[src/rtl/inv_delay_line.sv]
// Tap-selectable clocked delay line with optional output inversion.
// Optional feature macro: INV_DLY_CNT_EN adds the saturating out_cnt pulse counter.
module inv_delay_line #(
  parameter int WIDTH = 8,
  parameter int DEPTH = 8
) (
  input  logic                     clk,
  input  logic                     rst_n,
  input  logic                     en,
  input  logic                     flush,
  input  logic                     inv,
  input  logic [$clog2(DEPTH)-1:0] tap,
  input  logic [WIDTH-1:0]         in_data,
  input  logic                     in_valid,
  output logic [WIDTH-1:0]         out_data,
  output logic                     out_valid
`ifdef INV_DLY_CNT_EN
  ,
  output logic [15:0]              out_cnt
`endif
);

  localparam int TW = $clog2(DEPTH);
  localparam logic [TW-1:0] TAP_MAX = TW'(DEPTH - 1);

  // Handshake: valid-only stream with no backpressure. in_valid qualifies in_data
  // on an edge with en=1 and flush=0; out_valid is a one-cycle pulse qualifying out_data.

  logic [WIDTH-1:0] sd [DEPTH];
  logic [DEPTH-1:0] sv;
  logic [TW-1:0]    t;

  assign t = (tap > TAP_MAX) ? TAP_MAX : tap;

  always_ff @(posedge clk or negedge rst_n) begin
    if (!rst_n) begin
      for (int k = 0; k < DEPTH; k++) sd[k] <= '0;
      sv <= '0;
    end else if (flush) begin
      for (int k = 0; k < DEPTH; k++) sd[k] <= '0;
      sv <= '0;
    end else if (en) begin
      sd[0] <= in_data;
      for (int k = 1; k < DEPTH; k++) sd[k] <= sd[k-1];
      sv <= {sv[DEPTH-2:0], in_valid};
    end
  end

  // Inversion is applied only here, so stage contents always hold raw samples.
  always_ff @(posedge clk or negedge rst_n) begin
    if (!rst_n) begin
      out_data  <= '0;
      out_valid <= 1'b0;
    end else if (flush) begin
      out_data  <= '0;
      out_valid <= 1'b0;
    end else if (en) begin
      out_data  <= sd[t] ^ {WIDTH{inv}};
      out_valid <= sv[t];
    end else begin
      out_valid <= 1'b0;
    end
  end

`ifdef INV_DLY_CNT_EN
  logic [15:0] cnt;

  always_ff @(posedge clk or negedge rst_n) begin
    if (!rst_n) begin
      cnt <= '0;
    end else if (flush) begin
      cnt <= '0;
    end else if (out_valid && (cnt != 16'hFFFF)) begin
      cnt <= cnt + 16'd1;
    end
  end

  assign out_cnt = cnt;
`endif

endmodule
[config.mk]
export PLATFORM = sky130hd
export DESIGN_NAME = inv_delay_line
export DESIGN_NICKNAME = d
export VERILOG_FILES = /design/src/rtl/inv_delay_line.sv
export SDC_FILE = /design/constraint.sdc
export NUM_CORES = 1
export LEC_CHECK = 0
export BUFFER_PORTS_ARGS = -buffer_cell sky130_fd_sc_hd__buf_2
export CAP_MARGIN = 0
export CORE_ASPECT_RATIO = 0.7
export CORE_MARGIN = 2
export CORE_UTILIZATION = 35
export CTS_CLUSTER_SIZE = 16
export DETAILED_ROUTE_END_ITERATION = 10
export PLACE_DENSITY = 0.57
export SLEW_MARGIN = 15
export SYNTH_ARGS = -nofsm -noshare
export SYNTH_HDL_FRONTEND = slang
export SYNTH_SLANG_ARGS = --single-unit
[constraint.sdc]
create_clock -name clk -period 2 [get_ports clk]
set_clock_uncertainty 0.05 [all_clocks]
set_input_delay 0.1 -clock clk [delete_from_list [all_inputs] [get_ports clk]]
set_output_delay 0.1 -clock clk [all_outputs]
set_load 0.01 [all_outputs]
==> summary.md <==
| Metric | Value |
|---|---|
| GRT overflow | `0` |
| Postcts setup bufs | `0` |
| First-pass GRT wire length | `12.1 mm` |
| Outcome | `finished, final reports clean` |
| Post-synthesis cell type count | `15` |
| Routability Congestion | `0.683` |
| Row count | `32` |
| TNS Setup | `0 ps` |
| Compound-gate portion of the synthesized area | `0` |
| Xor-xnor portion of the synthesized cell area | `0` |
| VDD IR-drop max | `0.442 mV` |
| NumNets Final | `348` |
| Fin crit period | `1540 ps` |
| Vias in the first global route | `2256` |
| Top Ports | `26` |
| Slowest Stage Delay on Critical Path | `490 ps` |
| H-tree Lvls | `3` |
| Maxcap violations | `0` |
| CTS tree | `done` |
| CP bufs+invs | `0` |
| CTS max path bufs | `2` |
| Die width | `129 um` |
| Hold Path Class | `input pin to flop` |
| Period utilisation layout | `0.770` |
| Post-Synth Simple-Gate Area | `0.0928` |
| WP data required | `2140 ps` |
| Slew @ Worst Pin | `479 ps` |
| CP Max Fanout | `3` |
| Area Growth Syn to Fin | `17.9%` |
| CP Class | `flop to flop` |
| Rel. slew slack | `0.681` |
| Die Span Y | `91.8 um` |
| CTS Buf Count | `9` |
| Startpoint Class | `flop` |
| P_int | `2920 uW` |
| Placed instance area | `4140 um^2` |
| Adder-cell share of the synthesized area | `0` |
| CP max stage cell | `mux4_1` |
| Clock power frac | `0.463` |
| Avg Cell Area, Syn | `12.7 um^2` |
| Flops & latches, synth | `81` |
| Final Hold Fails | `0` |
| CP startpoint | `sd[16]` |
| Min-delay src | `en` |
| Die footprint | `11900 um^2` |
| ANT cells | `0` |
| Hold WS | `168 ps` |
| DRT Pass-1 Iters | `4` |
| Final setup violation count | `0` |
| CTS Root Cell | `clkbuf_16` |
| Slew Viols, Final | `0` |
| Comb pwr share | `0.082` |
| Starting Density | `0.354` |
| Synth top area cells | `dfrtp_1 (53%), mux2i_1 (23%), nor2_1 (7.8%)` |
| Total Routed Length | `7.35 mm` |
| Hpwl dp | `4.41 mm` |
| Syn Nets | `320` |
| DR DRC count | `0` |
| Max Fclk | `649 MHz` |
| Pwr dens | `822 nW/um^2` |
| Routed vias/inst | `4.75` |
| Layout cells sized above 1 | `0.155` |
| Cells after synthesis | `303` |
| Synth Warn # | `0` |
| Routed via count | `2316` |
| Worst Path Arrival | `1680 ps` |
| Initial DRC Count | `133` |
| Leakage | `0.00234 uW` |
| R2R Path Start | `sd[16]` |
| Largest net degree at the start of global routing | `82` |
| Proportion of synthesized area in mux cells | `0.346` |
| Synth top area share | `0.526` |
| CP Capture Type | `flop` |
| CP most frequent cell | `mux2i_1` |
| Leading cell type in the layout, fill and taps excluded | `mux2i_1` |
| Routed Antenna Nets | `0` |
| Synth area leader | `dfrtp_1` |
| DR WL/cell | `15.1 um` |
| Largest family of logic cells by synthesized area | `multiplexers` |
| Post-Syn Area | `3850 um^2` |
| Most frequent cells in the layout | `mux2i_1 (89), dfrtp_1 (81), nor2_1 (80)` |
| RSZ-0062 raised after global routing | `false` |
| Port bufs | `25` |
| Crit-path cells | `mux4_1 -> mux2i_1 -> mux2i_1 -> nor3_1` |
| Kind of cell adding the most delay to the critical path | `multiplexers` |
| Gr usage total | `0.133` |
| Switching power | `813 uW` |
| Design Area, Final | `4550 um^2` |
| Switching Fraction | `0.217` |
| Initial antenna violation count | `0` |
| Register area share after synthesis | `0.526` |
| Flop pwr share | `0.455` |
| Clock tree sinks | `81` |
| Core Area | `10900 um^2` |
| Clock transition at path regs | `60 ps` |
| Clk Latency, worst-skew pair | `330 ps` |
==> per-stage QoR <==
stage | util | std cells | setup slack [ps] | power, uW
final | 0.418 | 488 | 459 | 3740
after global routing | 0.418 | 488 | 350 | 3900
after CTS | 0.418 | 488 | 453 | 3790
after detailed placement | 0.380 | 463 | 360 | 2030
after global placement | 0.380 | 463 | 378 | 2020
after floorplan | - | 303 | 507 | 1910
==> power by group through the flow <==
stage	sequential [uW]	clock [uW]	combinational, uW
6_report	1700	1730	305
5_1_grt	1700	1860	336
4_1_cts	1700	1770	313
3_5_place_dp	1730	0	297
3_3_place_gp	1730	0	295
2_1_floorplan	1720	0	189
==> layer usage <==
metal,up-vias,track usage,share of wire
li1,1118,-,-
met1,1158,0.201,0.54
met2,33,0.184,0.42
met3,7,0.0420,0.031
met4,0,0.0376,0.0094
met5,-,0,0
==> layout make-up <==
type / instances / area (um^2)
sequential: 81 / 2030
fill: 1068 / 6340
tap: 153 / 191
timing repair buffer: 41 / 325
multi-input combinational: 198 / 1690
clock inverter: 3 / 65.1
clock buffer: 12 / 246
==> what timing repair did <==
item                                   in CTS  in global routing
endpoints found under the hold margin      45                  0
resized for setup                           0                  0
hold buffers                               10                  0
setup endpoints to repair                   0                  0
==> worst paths after layout <==
check | end | slack (ps) | depth (start not counted)
worst max-delay path | out_data[0] | 460 | 4
worst min-delay path | sd[2] | 170 | 3
worst max register to register | out_data[0] | 460 | 4
worst min register to register | sv[7] | 460 | 2
max in group asynchronous | sd[8] | 1060 | 3
min in group asynchronous | sd[7] | 220 | 2
==> worst register-to-register path: cells and delay by family, from the launching register on <==
family           cells  cell delay (ps)
multiplexers         3              900
flip-flops           1              390
AND/OR/NAND/NOR      1               70
==> Yosys cell counts, drive strengths merged <==
library cell	number
nor3	8
nor3b	1
mux2i	89
clkbuf	9
nand2	1
buf	15
nand2b	1
dfrtp	81
mux4	18
nor2	80
==> registers in the layout (all words and copies together) (netlist names) <==
| signal | cells |
|---|---|
| out_data | 8 |
| out_valid | 1 |
| sd | 64 |
| sv | 8 |
==> logic make-up after synthesis <==
| group | count (synthesis) |
|---|---|
| muxes | 107 |
| and+or+nand+nor | 91 |
| DFF | 81 |
| buffers and inverters | 24 |
Note: power is estimated with default switching activity, not from simulation.
